<file path="src/rtl/inst_mem_loader_if.sv">
// rtl/inst_mem_loader_if.sv - instruction RAM write/readback port between loader and RAM
interface inst_mem_loader_if #(
  parameter int ADDR_W = 6
);
  logic              mem_we;
  logic [ADDR_W-1:0] mem_addr;
  logic [31:0]       mem_wdata;
  logic [31:0]       mem_rdata;

  modport master (
    output mem_we,
    output mem_addr,
    output mem_wdata,
    input  mem_rdata
  );

  modport slave (
    input  mem_we,
    input  mem_addr,
    input  mem_wdata,
    output mem_rdata
  );
endinterface

</file>
<file path="src/rtl/inst_mem_loader.sv">
// rtl/inst_mem_loader.sv - packs switch bytes into 32-bit words and writes them to instruction RAM
// Optional readback check enabled by defining INST_LOADER_VERIFY_EN.
module inst_mem_loader #(
  parameter int ADDR_W = 6,
  parameter int WORDS  = 64
) (
  input  logic                clock,
  input  logic                reset,
  input  logic                clear,
  input  logic [7:0]          byte_in,
  input  logic                byte_strobe,
  inst_mem_loader_if.master   mem,
  output logic [1:0]          byte_idx,
  output logic                done,
  output logic                dropped,
  output logic                error
);

  typedef enum logic [2:0] {
    S_COLLECT,
    S_WRITE,
    S_VERIFY_WAIT,
    S_VERIFY_CMP,
    S_FULL
  } state_t;

  localparam logic [ADDR_W-1:0] LAST_ADDR = ADDR_W'(WORDS - 1);

  state_t            state;
  logic [ADDR_W-1:0] addr_q;
  logic [31:0]       wdata_q;
  logic [1:0]        byte_idx_q;
  logic              we_q;
  logic              done_q;
  logic              dropped_q;
  logic              error_q;

  always_ff @(posedge clock or negedge reset) begin
    if (!reset) begin
      state      <= S_COLLECT;
      addr_q     <= '0;
      wdata_q    <= '0;
      byte_idx_q <= '0;
      we_q       <= 1'b0;
      done_q     <= 1'b0;
      dropped_q  <= 1'b0;
      error_q    <= 1'b0;
    end else if (clear) begin
      // Any strobe in the same cycle is swallowed by the restart.
      state      <= S_COLLECT;
      addr_q     <= '0;
      byte_idx_q <= '0;
      we_q       <= 1'b0;
      done_q     <= 1'b0;
      dropped_q  <= 1'b0;
      error_q    <= 1'b0;
    end else begin
      if (byte_strobe && (state != S_COLLECT)) begin
        dropped_q <= 1'b1;
      end

      case (state)
        S_COLLECT: begin
          if (byte_strobe) begin
            wdata_q[8*byte_idx_q +: 8] <= byte_in;
            byte_idx_q                 <= byte_idx_q + 2'd1;
            if (byte_idx_q == 2'd3) begin
              we_q  <= 1'b1;
              state <= S_WRITE;
            end
          end
        end

        S_WRITE: begin
          we_q <= 1'b0;
`ifdef INST_LOADER_VERIFY_EN
          state <= S_VERIFY_WAIT;
`else
          if (addr_q == LAST_ADDR) begin
            done_q <= 1'b1;
            state  <= S_FULL;
          end else begin
            addr_q <= addr_q + ADDR_W'(1);
            state  <= S_COLLECT;
          end
`endif
        end

`ifdef INST_LOADER_VERIFY_EN
        // Address is held here so the RAM's registered read returns the word just written.
        S_VERIFY_WAIT: begin
          state <= S_VERIFY_CMP;
        end

        S_VERIFY_CMP: begin
          if (mem.mem_rdata != wdata_q) begin
            error_q <= 1'b1;
          end
          if (addr_q == LAST_ADDR) begin
            done_q <= 1'b1;
            state  <= S_FULL;
          end else begin
            addr_q <= addr_q + ADDR_W'(1);
            state  <= S_COLLECT;
          end
        end
`endif

        S_FULL: begin
          done_q <= 1'b1;
        end

        default: begin
          state <= S_COLLECT;
        end
      endcase
    end
  end

`ifndef INST_LOADER_VERIFY_EN
  wire unused_rdata = ^mem.mem_rdata;
`endif

  assign mem.mem_we    = we_q;
  assign mem.mem_addr  = addr_q;
  assign mem.mem_wdata = wdata_q;
  assign byte_idx      = byte_idx_q;
  assign done          = done_q;
  assign dropped       = dropped_q;
  assign error         = error_q;

endmodule

</file>
<file path="src/flat_wrapper.sv">
// flat-port wrapper written by rule: the top's interface ports become plain ports
module inst_mem_loader_flat 
#(
  parameter int ADDR_W = 6,
  parameter int WORDS  = 64
)
  (clock, reset, clear, byte_in, byte_strobe, byte_idx, done, dropped, error, mem_mem_we, mem_mem_addr, mem_mem_wdata, mem_mem_rdata);
  inst_mem_loader_if #(.ADDR_W(ADDR_W)) mem_i ();
  input  logic clock;
  input  logic reset;
  input  logic clear;
  input  logic [7:0] byte_in;
  input  logic byte_strobe;
  output logic [1:0] byte_idx;
  output logic done;
  output logic dropped;
  output logic error;
  output wire logic [$bits(mem_i.mem_we)-1:0] mem_mem_we;
  output wire logic [$bits(mem_i.mem_addr)-1:0] mem_mem_addr;
  output wire logic [$bits(mem_i.mem_wdata)-1:0] mem_mem_wdata;
  input wire logic [$bits(mem_i.mem_rdata)-1:0] mem_mem_rdata;
  assign mem_mem_we = mem_i.mem_we;
  assign mem_mem_addr = mem_i.mem_addr;
  assign mem_mem_wdata = mem_i.mem_wdata;
  assign mem_i.mem_rdata = mem_mem_rdata;
  inst_mem_loader #(.ADDR_W(ADDR_W), .WORDS(WORDS)) u_core (.clock(clock), .reset(reset), .clear(clear), .byte_in(byte_in), .byte_strobe(byte_strobe), .mem(mem_i), .byte_idx(byte_idx), .done(done), .dropped(dropped), .error(error));
endmodule
</file>
<file path="config.mk">
export PLATFORM = sky130hd
export DESIGN_NAME = inst_mem_loader_flat
export DESIGN_NICKNAME = d
export VERILOG_FILES = /design/src/rtl/inst_mem_loader_if.sv /design/src/rtl/inst_mem_loader.sv /design/src/flat_wrapper.sv
export SDC_FILE = /design/constraint.sdc
export NUM_CORES = 1
export LEC_CHECK = 0
export ABC_CLOCK_PERIOD_IN_PS = 2160
export CORE_UTILIZATION = 43
export DETAILED_ROUTE_END_ITERATION = 10
export PLACE_DENSITY = 0.78
export SYNTH_ARGS = -nofsm -noshare
export SYNTH_HDL_FRONTEND = slang
export SYNTH_SLANG_ARGS = --single-unit
</file>
<file path="constraint.sdc">
create_clock -name clock -period 2.16 [get_ports clock]
set_clock_uncertainty 0.2 [all_clocks]
set_input_delay 0.324 -clock clock [delete_from_list [all_inputs] [get_ports clock]]
set_output_delay 0.324 -clock clock [all_outputs]
set_load 0.01 [all_outputs]
</file>
==> flow_summary_export.csv <==
group,metric,value,unit
drt,num_vias,1794,
synthesis,ys.flop_type,"dfrtp_1",
timing,fin_ws,0.212,ns
timing,period_share,90.2,%
synthesis,syn_area_per_cell,10.5,um^2
layout,fin_cells,356,
synthesis,async_flop_share,100,%
placed_design,gp_congestion,0.845,
drt,drt-pass1-iter-count,4,
timing,hold_viol_final,0,
layout,drive_gt1_share,18.5,%
placed_design,pre_cts_ws,0.123,ns
grt,grt_max_degree,24,
critical_path,critPathTopFamily,"flip-flops",
synthesis,ys_ff_latch,45,
outcome,status,"complete, no violations",
grt,grtUsageTotal,19.3,%
pwr,power.internal,1.91,mW
timing,period_needed,1.95,ns
pwr,combPwrFrac,33.7,%
synthesis,syn_nets,274,
placed_design,hpwl,3.81,mm
timing,tightest_slew,0.566,ns
clocking,clk-insertion-delay-late,0.30,ns
synthesis,syn_area,2340,um^2
synthesis,synth_area_leaders,"dfrtp_1 (48%), o21ai_2 (9.0%), nand4_1 (6.7%), inv_1 (6.3%), mux2i_1 (3.9%)",
floorplan,top_level_ports,88,
synthesis,ys_warn_count,0,
placed_design,dpl.cell_count,347,
critical_path,worstPathMaxFanout,8,
critical_path,critPathKind,"reg2reg",
layout,areaGrowthSynthToFinish,33.9,%
grt,grt_pass1_vias,1637,
critical_path,crit_path_top_delay_cell,"dfrtp_1",
floorplan,die_h,75.8,um
pwr,p_leak,1.43,nW
timing,timing.fmax,0.513,GHz
clocking,root_buffer,"clkbuf_8",
critical_path,max_stage_delay,0.46,ns
floorplan,start_util,45.2,%
timing,hold_ws,0.314,ns
floorplan,coreArea,5170,um^2
pwr,ir_drop,0.454,mV
timing,tns,0,ns
drt,drt-vias-per-instance,5.04,
drt,antenna_left,0,
clocking,ctsHoldBuffers,1,
grt,overflow,0,
synthesis,netlist.area_leader.share,48.1,%
floorplan,dieArea,5740,um^2
timing,rsz0062_at_grt,"no",
clocking,cts_resized,0,
placed_design,port_buffers,54,
pwr,seq_power_share,41.8,%
layout,antenna_cells,0,
timing,finalMaxSlewViolations,0,
synthesis,yosysTopAreaCell,"dfrtp_1",
layout,fin_area,3130,um^2
synthesis,synth-edff-count,0,
synthesis,yosysUniqueCellTypes,39,
layout,post-route-util,60.5,%
critical_path,cp-end-kind,"register",
grt,antenna_found_initial,0,
drt,drc_errors,0,
drt,drtIter0Drc,101,
clocking,clk_pin_slew,0.08,ns
layout,finalNetCount,336,
clocking,numCtsBuffers,5,
critical_path,critPathBufInv,2,
pwr,switching_power,0.787,mW
timing,maxSlewHeadroom,62.2,%
min_path,hold_path_class,"reg2reg",
critical_path,critPathLaunchType,"register",
timing,setup_viol,0,
clocking,htreeDepth,2,
clocking,post_cts_buffers,0,
pwr,switching_share,29.2,%
clocking,tritoncts,"done",
synthesis,seq_area_frac_synth,48.1,%
clocking,max-clock-path-buffers,2,
floorplan,fp.dieW,75.8,um
drt,wl,5.21,mm
drt,wl_per_cell,14.6,um
synthesis,synthCells,223,
pwr,power,2.70,mW
run,maxCapViolations,0,
grt,grt_pass1_wl,8.02,mm
floorplan,fp-row-count,26,
pwr,powerDensity,861,nW/um^2
clocking,clock-sinks,45,
critical_path,required,2.19,ns
critical_path,crit_chain,"inv_1 > ha_1 > nor4bb_1 > buf_4 > nand4_1 > o21ai_2",
placed_design,post_dp_cell_area,3010,um^2
critical_path,arrival,1.98,ns
pwr,clockPowerShare,24.5,%
power by group through the flow:
stage          Clock (mW)  Sequential (mW)  Combinational, mW
3_3_place_gp            0             1.14              0.888
5_1_grt             0.707             1.15              0.993
2_1_floorplan           0             1.22              0.325
6_report            0.661             1.13              0.909
3_5_place_dp            0             1.14              0.913
4_1_cts             0.671             1.13              0.919
Yosys cell counts (2+ instances only):
| cell | instances |
|---|---|
| inv_1 | 39 |
| nand2_1 | 10 |
| nor2_1 | 7 |
| nor2b_1 | 2 |
| o21ai_0 | 2 |
| and3_1 | 2 |
| nand4_1 | 25 |
| and2_1 | 5 |
| a21oi_1 | 5 |
| ha_1 | 7 |
| nand2b_1 | 2 |
| nor4b_2 | 2 |
| o21ai_2 | 24 |
| clkbuf_1 | 2 |
| dfrtp_1 | 45 |
| buf_2 | 3 |
| nor3b_2 | 2 |
| nor4bb_1 | 2 |
| buf_6 | 7 |
| a31oi_1 | 2 |
| mux2i_1 | 9 |
| nand3_1 | 2 |
final timing paths:
kind	from	to	slack (ns)	cells after the start
max	u_core.byte_idx[1]	u_core.mem.mem_wdata[11]	0.21	6
min reg2reg	u_core.done	u_core.done	0.31	2
min in group asynchronous	reset	u_core.mem.mem_wdata[27]	0.37	2
max reg2reg	u_core.byte_idx[1]	u_core.mem.mem_wdata[11]	0.21	6
min	u_core.done	u_core.done	0.31	2
max in group asynchronous	reset	u_core.dropped	0.87	3
cell usage in the layout (no fill, tap or decap), types with 4 or more instances in the layout:
master	instances
nor2_1	7
clkdlybuf4s50_1	53
and2_1	5
mux2i_1	9
buf_12	4
ha_1	7
nand2_1	10
buf_4	10
a21oi_1	5
clkbuf_8	6
o21ai_2	24
dfrtp_1	45
inv_1	39
nand4_1	25
routing by layer:
metal | track usage, % | wire [um] | up-vias
met4 | 7.20 | 76 | 0
li1 | - | - | 885
met3 | 4.23 | 152 | 7
met5 | 0 | 0 | -
met1 | 26.0 | 2390 | 863
met2 | 30.5 | 2590 | 39
flip-flops by register name, indices dropped and copies added (netlist names):
signal                flops
u_core.byte_idx           2
u_core.done               1
u_core.dropped            1
u_core.mem.mem_addr       6
u_core.mem.mem_wdata     32
u_core.mem.mem_we         1
u_core.state              2
worst reg2reg max path, stage by stage (launching register included):
cell and delay [ns]:
dfrtp_1 0.46, inv_1 0.11, ha_1 0.39, nor4bb_1 0.29, buf_4 0.22, nand4_1 0.13, o21ai_2 0.09
layout make-up:
type | instances | area [um^2]
fillers | 433 | 2040
flip-flops and latches | 45 | 1130
multi-input cells | 125 | 955
repair buffers | 69 | 701
inverters | 39 | 146
well taps | 70 | 87.6
clock buffers | 7 | 86.3
clock inverters | 1 | 30.0
kinds of logic (layout without fill, tap and decap cells):
group                      count (synthesis)  after routing  synth area share (%)
and+or+nand+nor                           67             67                  19.0
muxes                                      9              9                  3.85
xor gates and xnor gates                   1              1                 0.374
adders and majority gates                  7              7                  3.74
AOI/OAI and AO/OA                         40             40                  13.7
other                                      1              1                 0.160
DFF                                       45             45                  48.1
buffers and inverters                     53            116                  11.1
No activity file was read; power rests on OpenSTA's default activity.
